==> src/rtl/sched_pkg.sv <==
`default_nettype none
// ============================================================================
// Module      : sched_pkg
// Description : Shared types and defaults for the sprite update scheduler.
// Revision    : 1.0 - initial release
// ============================================================================
package sched_pkg;

    localparam int N_SPRITES_DEF = 4;
    localparam int MAX_SLOTS_DEF = 4;

    typedef enum logic [1:0] {
        IDLE  = 2'd0,
        ARB   = 2'd1,
        ISSUE = 2'd2,
        WAIT  = 2'd3
    } sched_state_t;

    // Bit bit_idx of the one-hot code of id.
    function automatic logic onehot(input int unsigned id, input int unsigned bit_idx);
        return (id == bit_idx);
    endfunction

endpackage
`default_nettype wire

==> src/rtl/rr_pick.sv <==
`default_nettype none
// ============================================================================
// Module      : rr_pick
// Description : Round-robin picker; first set bit of pend at or above start,
//               wrapping to index 0.
// Revision    : 1.0 - initial release
// ============================================================================
module rr_pick #(
    parameter int N    = 4,
    parameter int ID_W = $clog2(N)
) (
    input  logic [N-1:0]    pend,
    input  logic [ID_W-1:0] start,
    output logic            any,
    output logic [ID_W-1:0] id
);

    localparam int DW = 2 * N;

    logic [DW-1:0] w_dbl;
    logic [DW-1:0] w_masked;

    // The upper copy of pend supplies the wrapped candidates below start.
    always_comb begin
        w_dbl    = {pend, pend};
        w_masked = '0;
        for (int j = 0; j < DW; j++) begin
            w_masked[j] = w_dbl[j] & (j >= int'(start));
        end
        any = |pend;
        id  = '0;
        for (int j = DW - 1; j >= 0; j--) begin
            if (w_masked[j]) begin
                id = (j >= N) ? ID_W'(j - N) : ID_W'(j);
            end
        end
    end

endmodule
`default_nettype wire

==> src/rtl/sprite_update_scheduler.sv <==
`default_nettype none
// ============================================================================
// Module      : sprite_update_scheduler
// Description : Per-frame round-robin arbiter sharing one sprite update engine.
// Revision    : 1.0 - initial release
// ============================================================================
module sprite_update_scheduler
    import sched_pkg::*;
#(
    parameter int N_SPRITES = N_SPRITES_DEF,
    parameter int MAX_SLOTS = MAX_SLOTS_DEF,
    parameter int ID_W      = $clog2(N_SPRITES)
) (
    input  logic                 Clk,
    input  logic                 Reset_n,
    input  logic                 frame_start,
    input  logic [N_SPRITES-1:0] req,
    output logic                 upd_valid,
    input  logic                 upd_ready,
    output logic [ID_W-1:0]      upd_id,
    input  logic                 upd_done,
    output logic [N_SPRITES-1:0] grant,
    output logic                 frame_busy,
    output logic                 frame_overrun,
    output logic [ID_W:0]        serviced_cnt
);

    localparam int              CNT_W       = ID_W + 1;
    localparam logic [CNT_W-1:0] MAX_SLOTS_C = CNT_W'(MAX_SLOTS);
    localparam logic [ID_W-1:0]  LAST_ID     = ID_W'(N_SPRITES - 1);

    sched_state_t           state_q, state_d;
    logic [N_SPRITES-1:0]   pend_q, pend_d;
    logic [ID_W-1:0]        rr_ptr_q, rr_ptr_d;
    logic [ID_W-1:0]        upd_id_q, upd_id_d;
    logic [ID_W-1:0]        first_id_q, first_id_d;
    logic [CNT_W-1:0]       slots_q, slots_d;
    logic [CNT_W-1:0]       cnt_q, cnt_d;
    logic                   overrun_q, overrun_d;

    logic                   w_pick_any;
    logic [ID_W-1:0]        w_pick_id;
    logic                   w_show;

    rr_pick #(
        .N    (N_SPRITES),
        .ID_W (ID_W)
    ) u_rr_pick (
        .pend  (pend_q),
        .start (rr_ptr_q),
        .any   (w_pick_any),
        .id    (w_pick_id)
    );

    always_comb begin
        state_d    = state_q;
        pend_d     = pend_q;
        rr_ptr_d   = rr_ptr_q;
        upd_id_d   = upd_id_q;
        first_id_d = first_id_q;
        slots_d    = slots_q;
        cnt_d      = cnt_q;
        // A frame pulse outside IDLE is flagged and otherwise dropped.
        overrun_d  = frame_start && (state_q != IDLE);
        case (state_q)
            IDLE: begin
                if (frame_start) begin
                    pend_d  = req;
                    slots_d = '0;
                    cnt_d   = '0;
                    state_d = ARB;
                end
            end
            ARB: begin
                if (!w_pick_any || (slots_q == MAX_SLOTS_C)) begin
                    state_d = IDLE;
                    if (slots_q != '0) begin
                        rr_ptr_d = (first_id_q == LAST_ID) ? '0 : first_id_q + 1'b1;
                    end
                end else begin
                    upd_id_d = w_pick_id;
                    state_d  = ISSUE;
                end
            end
            ISSUE: begin
                if (upd_ready) begin
                    pend_d[upd_id_q] = 1'b0;
                    if (slots_q == '0) begin
                        first_id_d = upd_id_q;
                    end
                    if (slots_q != MAX_SLOTS_C) begin
                        slots_d = slots_q + 1'b1;
                    end
                    cnt_d   = cnt_q + 1'b1;
                    state_d = WAIT;
                end
            end
            WAIT: begin
                if (upd_done) begin
                    state_d = ARB;
                end
            end
            default: state_d = IDLE;
        endcase
    end

    always_ff @(posedge Clk or negedge Reset_n) begin
        if (!Reset_n) begin
            state_q    <= IDLE;
            pend_q     <= '0;
            rr_ptr_q   <= '0;
            upd_id_q   <= '0;
            first_id_q <= '0;
            slots_q    <= '0;
            cnt_q      <= '0;
            overrun_q  <= 1'b0;
        end else begin
            state_q    <= state_d;
            pend_q     <= pend_d;
            rr_ptr_q   <= rr_ptr_d;
            upd_id_q   <= upd_id_d;
            first_id_q <= first_id_d;
            slots_q    <= slots_d;
            cnt_q      <= cnt_d;
            overrun_q  <= overrun_d;
        end
    end

    // Outputs decode straight from state so an async reset clears them at once.
    assign w_show        = (state_q == ISSUE) || (state_q == WAIT);
    assign upd_valid     = (state_q == ISSUE);
    assign upd_id        = upd_id_q;
    assign frame_busy    = (state_q != IDLE);
    assign frame_overrun = overrun_q;
    assign serviced_cnt  = cnt_q;

    for (genvar i = 0; i < N_SPRITES; i++) begin : g_grant
        assign grant[i] = w_show & onehot(32'(upd_id_q), i);
    end

endmodule
`default_nettype wire
==> config.mk <==
export PLATFORM = sky130hd
export DESIGN_NAME = sprite_update_scheduler
export DESIGN_NICKNAME = d
export VERILOG_FILES = /design/src/rtl/sched_pkg.sv /design/src/rtl/rr_pick.sv /design/src/rtl/sprite_update_scheduler.sv
export SDC_FILE = /design/constraint.sdc
export NUM_CORES = 1
export LEC_CHECK = 0
export CAP_MARGIN = 30
export CORE_MARGIN = 10
export CORE_UTILIZATION = 45
export CTS_CLUSTER_DIAMETER = 80
export DETAILED_ROUTE_END_ITERATION = 6
export HOLD_SLACK_MARGIN = 0.05
export PLACE_DENSITY_LB_ADDON = 0.25
export SYNTH_ARGS = -nofsm -noshare
export SYNTH_HDL_FRONTEND = slang
export SYNTH_SLANG_ARGS = --single-unit
==> constraint.sdc <==
create_clock -name Clk -period 2.33 [get_ports Clk]
set_input_delay 0.699 -clock Clk [delete_from_list [all_inputs] [get_ports Clk]]
set_output_delay 0.699 -clock Clk [all_outputs]
set_load 0.05 [all_outputs]
==> flow_metrics.env, run 1 <==
export IMPL_synth_edf_count=0
export IMPL_first_iter_violations=44
export IMPL_worstReg2RegStart="state_q[0]"
export IMPL_synth_cell_types=31
export IMPL_synth_avg_cell_area_um2=9.25
export IMPL_yosys_area_top_type_share_pct=42.1
export IMPL_drv_cap=0
export IMPL_cts_hold_buf=0
export IMPL_vias_per_cell=5.40
export IMPL_drc=0
export IMPL_cts_tree="yes"
export IMPL_hold_viol_final=0
export IMPL_place_area_um2=1500
export IMPL_final_setup_viol_count=0
export IMPL_num_vias=972
export IMPL_clock_fmax_mhz=445
export IMPL_synth_area_top_cells="dfrtp_1 42%, ha_1 10%, nand2_1 5.3%"
export IMPL_ys_warn_count=0
export IMPL_cp_end_kind="primary output"
export IMPL_fin_setup_tns_ns=0
export IMPL_die_width_um=70.1
export IMPL_grt_pass1_vias=1023
export IMPL_leakagePower_nw=0.678
export IMPL_grt_max_degree=20
export IMPL_p_per_area_nw_per_um2=1290
export IMPL_hp_start="first_id_q[1]"
export IMPL_syn_nets=140
export IMPL_drive_gt1_share_pct=24.0
export IMPL_final_cell_mix="19 x dfrtp_1, 16 x nand2_1, 12 x clkdlybuf4s50_1"
export IMPL_htree_num_levels=1
export IMPL_status="finished, final reports clean"
export IMPL_clkLatencyLatePin_ns=0.30
export IMPL_fin_crit_ns=2.25
export IMPL_numCtsBuffers=3
export IMPL_worst_slew_pin_slew_ns=0.498
export IMPL_design_die_area_um2=4910
export IMPL_synth_seq_cells=19
export IMPL_rr_endpoint="pend_q[1]"
export IMPL_ir_worst_vdd_v=0.000895
export IMPL_crit_family="buffers and inverters"
export IMPL_hold_path_end="first_id_q[1]"
export IMPL_drt_total_wl_um=2770
export IMPL_slew_headroom_pct=66.7
export IMPL_hpwl_um=2180
export IMPL_netlist_area_um2=1130
export IMPL_initial_core_util_pct=46.4
export IMPL_io_pins=21
export IMPL_critPathLaunchType="flop"
export IMPL_skew_ns=0.00770
export IMPL_min_period_over_period_pct=96.5
export IMPL_critPathKind="flop to primary output"
export IMPL_drtAntennaViolNets=0
export IMPL_async_flop_share_pct=100
export IMPL_fp_dieH_um=70.1
export IMPL_clkSinkCount=19
export IMPL_avgRoutedWirePerCell_um=15.4
export IMPL_r2r_slack_ns=0.40
export IMPL_final_common_cell="dfrtp_1"
export IMPL_reg2reg_depth=7
export IMPL_antenna_diode_count=0
export IMPL_globalplace_congestion=0.768
export IMPL_finalPower_mw=1.99
export IMPL_root_buffer="clkbuf_4"
export IMPL_grtUsageTotal_pct=11.6
export IMPL_yosysTopAreaCell="dfrtp_1"
export IMPL_crit_arrival_ns=1.55
export IMPL_antenna_found_initial=0
export IMPL_drv_slew=0
export IMPL_port_buffers=20
export IMPL_fin_area_um2=1540
export IMPL_drt_pass1_iterations=4
export IMPL_core_area_um2=2430
export IMPL_hold_class="flop to flop"
export IMPL_hold_worst_slack_ns=0.501
export IMPL_areaGrowthSynthToFinish_pct=36.8
export IMPL_ys_seq_area_share_pct=42.1
export IMPL_cp_slowest_cell="clkdlybuf4s50_1"
export IMPL_fin_util_pct=63.5
export IMPL_synth_cells=122
export IMPL_clockBufferDepth=2
export IMPL_worst_path_max_fanout=4
export IMPL_cp_required_ns=1.63
export IMPL_whs_path_depth=2
export IMPL_yosys_most_used_dff="dfrtp_1"
export IMPL_rsz0062_at_grt="false"
export IMPL_clk_pin_slew_worst_paths_ns=0.11
export IMPL_grt_ovfl_total=0
export IMPL_cp_buffers_inverters=1
export IMPL_grt_pass1_wl_um=4800
export IMPL_nNetsFinal=169
export IMPL_fp_row_count=18
export IMPL_slowest_delay_ns=0.83
export IMPL_path_cells="clkdlybuf4s50_1"
cell type report:
cell class	count	area, um2
Fill cell	217	888
Inverter	9	33.8
Sequential cell	19	475
Multi-Input combinational cell	91	662
Clock buffer	3	22.5
Clock inverter	1	5.00
Tap cell	30	37.5
Timing Repair Buffer	27	308
sequential cells by signal (all words and copies together), names as in the netlist:
register,flops
first_id_q,2
frame_overrun,1
pend_q,4
rr_ptr_q,2
serviced_cnt,3
slots_q,3
state_q,2
upd_id,2
stage by stage:
stage                     std cells  setup WS [ns]
after floorplan                 122         0.0248
after global placement          174          0.172
after detailed placement        174          0.147
after CTS                       180         0.0468
after global routing            180         0.0202
final                           180         0.0809
cell families after synthesis:
kind of cell	Yosys count	share of synthesized area [%]
mux	4	4.55
buf+inv	12	4.21
fa+ha+maj	9	9.98
simple gates	47	21.6
flops	19	42.1
compound gates	31	17.5
metal layers:
| metal | share of wire [%] | track usage (%) |
|---|---|---|
| met5 | 0 | 0 |
| met2 | 49 | 18.7 |
| met3 | 5.8 | 4.10 |
| met4 | 0.54 | 3.07 |
| met1 | 44 | 14.1 |
power by group:
group,switching [mW],internal (mW),total [mW]
clock network,0.107,0.0640,0.171
logic,0.698,0.520,1.22
registers,0.142,0.454,0.596
how the worst max path moves through the flow:
stage / start / endpoint / cells past startpoint
2_1_floorplan: state_q[0] / grant[0] / 6
3_3_place_gp: frame_start / pend_q[1] / 5
3_5_place_dp: frame_start / pend_q[1] / 5
4_1_cts: state_q[0] / grant[0] / 4
5_1_grt: serviced_cnt[0] / serviced_cnt[0] / 1
6_report: serviced_cnt[0] / serviced_cnt[0] / 1
repair_timing:
action                                  in CTS  in global routing
pin swaps                                    0                  0
endpoints found under the setup margin       4                  2
buffers inserted                             2                  0
resized for setup                            1                  1
worst reg2reg max path: cells and delay by family, from the launching register on:
family / cells / cell delay [ns]
AOI/OAI and AO/OA: 2 / 0.38
buffers and inverters: 2 / 0.27
adders and majority gates: 1 / 0.18
and+or+nand+nor: 2 / 0.58
DFF: 1 / 0.45
cell usage after synthesis (3+ instances only):
| library cell | number |
|---|---|
| nand3_1 | 3 |
| dfrtp_1 | 19 |
| nand2_1 | 16 |
| a21oi_1 | 7 |
| nor2_1 | 9 |
| a22o_1 | 4 |
| o21ai_0 | 10 |
| inv_1 | 9 |
| nor3_1 | 3 |
| ha_1 | 9 |
| nor2b_1 | 5 |
Power figures use the tool's default switching activity.
==> run 2: changes to the inputs <==
--- a/config.mk
+++ b/config.mk
@@ -6,7 +6,6 @@
 export NUM_CORES = 1
 export LEC_CHECK = 0
 export CAP_MARGIN = 30
-export CORE_MARGIN = 10
 export CORE_UTILIZATION = 45
 export CTS_CLUSTER_DIAMETER = 80
 export DETAILED_ROUTE_END_ITERATION = 6
==> constraint.sdc (replaced) <==
create_clock -name Clk -period 1.9 [get_ports Clk]
set_input_delay 0.57 -clock Clk [delete_from_list [all_inputs] [get_ports Clk]]
set_output_delay 0.57 -clock Clk [all_outputs]
set_load 0.05 [all_outputs]
==> run 2 against run 1 <==
The run now ends with negative setup slack left. Critical path depth is 4 higher. Register-to-register slack worse by 0.37 ns. Utilization is 7.8 points higher. Sequential share of layout area is 1.6 points lower. Wire length is 3.4% higher. Clock power is 27% higher. Clock-buffer cell count stayed put. Global-route usage is 12 points higher. Via count is 3.2% higher. Total power is 34% higher. Design area is 6.0% higher. Critical path type unchanged.
==> flow_metrics.env, run 2 (synthesis results as in run 1) <==
export IMPL_status="finished with violations"
export IMPL_violations="negative setup slack"
export IMPL_fin_ws_ns=-0.109
export IMPL_clkLatencyLatePin_ns=0.31
export IMPL_drt_pass1_iterations=4
export IMPL_final_common_cell="buf_4"
export IMPL_p_sw_mw=1.24
export IMPL_hold_class="flop to flop"
export IMPL_clk_pin_slew_worst_paths_ns=0.12
export IMPL_nNetsFinal=177
export IMPL_globalplace_congestion=0.845
export IMPL_hold_viol_final=0
export IMPL_drive_gt1_share_pct=33.5
export IMPL_fin_crit_ns=2.01
export IMPL_fin_area_um2=1640
export IMPL_crit_arrival_ns=1.44
export IMPL_grt_ovfl_total=0
export IMPL_power_internal_mw=1.42
export IMPL_port_buffers=20
export IMPL_fp_dieH_um=52.1
export IMPL_antenna_found_initial=0
export IMPL_core_area_um2=2300
export IMPL_p_clk_share_pct=8.2
export IMPL_hpwl_um=2140
export IMPL_drt_total_wl_um=2870
export IMPL_first_iter_violations=24
export IMPL_crit_family="flip-flops"
export IMPL_drtAntennaViolNets=0
export IMPL_skew_ns=0.00310
export IMPL_path_cells="inv_2 -> ha_4 -> nor2_4 -> nor3_4 -> buf_12"
export IMPL_critPathLaunchType="flop"
export IMPL_leakagePower_nw=0.732
export IMPL_initial_core_util_pct=49.1
export IMPL_slowest_delay_ns=0.44
export IMPL_final_setup_viol_count=5
export IMPL_cp_required_ns=1.33
export IMPL_p_per_area_nw_per_um2=1620
export IMPL_fin_util_pct=71.2
export IMPL_clockBufferDepth=2
export IMPL_cts_tree="yes"
export IMPL_htree_num_levels=1
export IMPL_layout_cells_non_filler=186
export IMPL_numCtsBuffers=3
export IMPL_cp_slowest_cell="dfrtp_1"
export IMPL_grt_max_degree=20
export IMPL_root_buffer="clkbuf_4"
export IMPL_critPathKind="flop to primary output"
export IMPL_switching_share_pct=46.6
export IMPL_hp_start="first_id_q[1]"
export IMPL_grtUsageTotal_pct=24.1
export IMPL_worstReg2RegStart="state_q[0]"
export IMPL_cp_buffers_inverters=2
export IMPL_ir_worst_vdd_v=0.000984
export IMPL_hold_path_end="first_id_q[1]"
export IMPL_r2r_slack_ns=0.03
export IMPL_rr_endpoint="pend_q[1]"
export IMPL_largest_reg_flops=4
export IMPL_num_vias=1003
export IMPL_place_area_um2=1560
export IMPL_grt_pass1_vias=1009
export IMPL_worst_path_max_fanout=4
export IMPL_vias_per_cell=5.39
export IMPL_whs_path_depth=2
export IMPL_drc=0
export IMPL_min_period_over_period_pct=106
export IMPL_cp_end_kind="primary output"
export IMPL_rsz0062_at_grt="true"
export IMPL_drv_cap=0
export IMPL_io_pins=21
export IMPL_drv_slew=0
export IMPL_clock_fmax_mhz=498
export IMPL_largest_register="pend_q"
export IMPL_slew_headroom_pct=80.2
export IMPL_grt_pass1_wl_um=4620
export IMPL_hold_worst_slack_ns=0.523
export IMPL_design_die_area_um2=2710
export IMPL_clkSinkCount=19
export IMPL_combPwrFrac_pct=63.3
export IMPL_seq_power_share_pct=28.4
export IMPL_fp_row_count=17
export IMPL_final_fill_count=177
export IMPL_reg2reg_depth=7
export IMPL_final_cell_mix="19 x buf_4, 17 x dfrtp_1, 16 x nand2_1"
export IMPL_avgRoutedWirePerCell_um=15.4
export IMPL_worst_slew_pin_slew_ns=0.292
export IMPL_dp_cells=178
export IMPL_areaGrowthSynthToFinish_pct=45.0
export IMPL_die_width_um=52.1
export IMPL_antenna_diode_count=0
[run 2: worst max path at each step]
stage	start	to	slack, ns	cells after the start
6_report	state_q[0]	grant[0]	-0.11	5
5_1_grt	state_q[0]	grant[0]	-0.17	5
4_1_cts	state_q[1]	frame_busy	-0.12	5
3_5_place_dp	frame_start	pend_q[1]	-0.15	5
3_3_place_gp	frame_start	pend_q[1]	-0.09	5
2_1_floorplan	state_q[0]	grant[0]	-0.20	6
[run 2: worst register-to-register path, delay by kind of cell (launching register included)]
kind	cells	cell delay [ns]
compound gates	2	0.40
flops	1	0.43
simple gates	2	0.52
fa+ha+maj	1	0.18
buf+inv	2	0.24
[run 2: what timing repair did]
item | 4_1_cts | 5_1_grt
gates resized for setup | 3 | 5
hold buffers | 0 | 0
buffers inserted | 3 | 1
setup endpoints to repair | 5 | 12
pin swaps | 1 | 1
cloned | 0 | 0
[run 2: final cells by class]
cell class	count	area [um2]	share of cell area (%)
well taps	28	35.0	2.14
clock buffers	3	22.5	1.38
flip-flops and latches	19	478	29.2
repair buffers	35	383	23.4
inverters	9	33.8	2.06
clock inverters	1	5.00	0.306
multi-input cells	91	679	41.5
[run 2: per-stage QoR]
step | power [mW] | setup TNS, ns | worst slack, ns
after floorplan | 1.74 | -0.661 | -0.200
after global placement | 2.27 | -0.397 | -0.0898
after detailed placement | 2.35 | -0.795 | -0.148
after CTS | 2.62 | -0.431 | -0.118
after global routing | 2.83 | -0.721 | -0.166
final | 2.65 | -0.418 | -0.109
[run 2: routing by layer]
metal | global-route usage (%) | wire [um] | up-vias
met4 | 6.76 | 31 | 0
met1 | 30.5 | 1270 | 474
li1 | - | - | 500
met3 | 3.80 | 144 | 4
met2 | 41.7 | 1430 | 25
met5 | 0 | 0 | -
[run 2: power groups by stage]
stage	Combinational (mW)	Sequential (mW)	Clock, mW
after floorplan	0.920	0.823	0
after global placement	1.53	0.734	0
after detailed placement	1.60	0.750	0
after CTS	1.66	0.744	0.217
after global routing	1.82	0.770	0.238
final	1.68	0.755	0.218
==> run 3: changes to the inputs <==
--- a/config.mk
+++ b/config.mk
@@ -11,6 +11,7 @@
 export DETAILED_ROUTE_END_ITERATION = 6
 export HOLD_SLACK_MARGIN = 0.05
 export PLACE_DENSITY_LB_ADDON = 0.25
+export SKIP_LAST_GASP = 1
 export SYNTH_ARGS = -nofsm -noshare
 export SYNTH_HDL_FRONTEND = slang
 export SYNTH_SLANG_ARGS = --single-unit
==> run 3 against run 2 <==
Utilization unchanged. Wire length unchanged. Die area unchanged. Worst hold slack about the same. Largest cell class unchanged. The run still ends with negative setup slack left. Design area unchanged. Global-route usage down 0.12 points. First-iteration DRC count up 79%. Critical endpoint unchanged.
==> flow_metrics.env, run 3 (synthesis results as in run 1) <==
export IMPL_crit_arrival_ns=1.44
export IMPL_drive_gt1_share_pct=33.5
export IMPL_skew_ns=0.00437
export IMPL_worst_path_max_fanout=4
export IMPL_die_width_um=52.1
export IMPL_io_pins=21
export IMPL_final_common_cell="buf_4"
export IMPL_grt_pass1_vias=1015
export IMPL_leakagePower_nw=0.731
export IMPL_hold_class="flop to flop"
export IMPL_place_area_um2=1560
export IMPL_place_worst_setup_slack_ns=-0.148
export IMPL_drtAntennaViolNets=0
export IMPL_violations="negative setup slack"
export IMPL_port_buffers=20
export IMPL_design_die_area_um2=2710
export IMPL_finalPower_mw=2.66
export IMPL_grt_pass1_wl_um=4600
export IMPL_critPathLaunchType="flop"
export IMPL_combPwrFrac_pct=63.3
export IMPL_multi_input_area_um2=679
export IMPL_fin_setup_tns_ns=-0.434
export IMPL_clock_fmax_mhz=497
export IMPL_p_sw_mw=1.24
export IMPL_globalplace_congestion=0.845
export IMPL_fp_dieH_um=52.1
export IMPL_worst_slew_pin_slew_ns=0.294
export IMPL_avgRoutedWirePerCell_um=15.4
export IMPL_core_area_um2=2300
export IMPL_antenna_found_initial=0
export IMPL_power_internal_mw=1.42
export IMPL_vias_per_cell=5.40
export IMPL_slew_headroom_pct=80.1
export IMPL_htree_num_levels=1
export IMPL_rsz0062_at_grt="true"
export IMPL_areaGrowthSynthToFinish_pct=45.0
export IMPL_fin_crit_ns=2.01
export IMPL_final_fill_count=177
export IMPL_ir_worst_vdd_v=0.000983
export IMPL_num_vias=1005
export IMPL_first_iter_violations=43
export IMPL_seq_power_share_pct=28.5
export IMPL_numCtsBuffers=3
export IMPL_dp_cells=178
export IMPL_final_setup_viol_count=5
export IMPL_drt_pass1_iterations=5
export IMPL_hpwl_um=2140
export IMPL_fin_util_pct=71.2
export IMPL_r2r_slack_ns=0.03
export IMPL_fin_ws_ns=-0.112
export IMPL_antenna_diode_count=0
export IMPL_layout_cells_non_filler=186
export IMPL_root_buffer="clkbuf_4"
export IMPL_final_cell_mix="19 x buf_4, 17 x dfrtp_1, 16 x nand2_1"
export IMPL_drc=0
export IMPL_switching_share_pct=46.6
export IMPL_cp_slowest_cell="dfrtp_1"
export IMPL_grt_max_degree=20
export IMPL_hold_viol_final=0
export IMPL_nNetsFinal=177
export IMPL_status="finished with violations"
export IMPL_grtUsageTotal_pct=23.9
export IMPL_largest_register="pend_q"
export IMPL_grt_ovfl_total=0
export IMPL_cp_end_kind="primary output"
export IMPL_cts_tree="yes"
export IMPL_path_cells="inv_2 -> ha_4 -> nor2_4 -> nor3_4 -> buf_12"
export IMPL_drv_slew=0
export IMPL_slowest_delay_ns=0.44
export IMPL_clk_pin_slew_worst_paths_ns=0.12
export IMPL_clkLatencyLatePin_ns=0.31
export IMPL_clkSinkCount=19
export IMPL_drt_total_wl_um=2870
export IMPL_drv_cap=0
export IMPL_fp_row_count=17
export IMPL_fin_area_um2=1640
export IMPL_p_clk_share_pct=8.2
export IMPL_largest_reg_flops=4
export IMPL_cts_hold_buf=0
export IMPL_p_per_area_nw_per_um2=1620
export IMPL_clockBufferDepth=2
export IMPL_initial_core_util_pct=49.1
export IMPL_seqCellArea_um2=478
export IMPL_hold_worst_slack_ns=0.522
export IMPL_min_period_over_period_pct=106
export IMPL_cp_required_ns=1.33
export IMPL_critPathKind="flop to primary output"
run 3: cell counts in the layout (fill, tap and decap cells not counted):
Identical to the previous run, type by type.
run 3: path summary, 6_finish.rpt:
check / from / to / cells past startpoint
worst min-delay path: first_id_q[1] / first_id_q[1] / 2
worst min register to register: first_id_q[1] / first_id_q[1] / 2
worst max register to register: state_q[0] / pend_q[1] / 7
worst max-delay path: state_q[0] / grant[0] / 5
min in group asynchronous: Reset_n / serviced_cnt[2] / 2
max in group asynchronous: Reset_n / upd_id[1] / 2
run 3: worst max-delay path: cells and delay by family, from the launching register on:
family | cells | cell delay, ns
fa+ha+maj | 1 | 0.17
buf+inv | 2 | 0.26
flops | 1 | 0.44
simple gates | 2 | 0.25
run 3: repair_timing:
| item | CTS | global route |
|---|---|---|
| resized for setup | 3 | 5 |
| pin swaps | 0 | 1 |
| endpoints found under the setup margin | 5 | 12 |
| setup buffers | 3 | 1 |
| cloned | 0 | 0 |
| endpoints found under the hold margin | 0 | 0 |
run 3: metal layers:
metal | part of all wire, % | global-route usage (%)
met1 | 45 | 29.8
met2 | 49 | 42.1
met3 | 4.4 | 3.80
met4 | 1.5 | 6.76
met5 | 0 | 0
run 3: area by class of cell:
cell class                      count  area share, %
Clock buffer                        3           1.38
Clock inverter                      1          0.306
Inverter                            9           2.06
Multi-Input combinational cell     91           41.5
Sequential cell                    19           29.2
Tap cell                           28           2.14
Timing Repair Buffer               35           23.4
run 3: power groups by stage:
stage	clock, mW	combinational, mW	sequential (mW)
2_1_floorplan	0	0.920	0.823
3_3_place_gp	0	1.53	0.734
3_5_place_dp	0	1.60	0.750
4_1_cts	0.217	1.66	0.744
5_1_grt	0.238	1.82	0.770
6_report	0.218	1.68	0.756
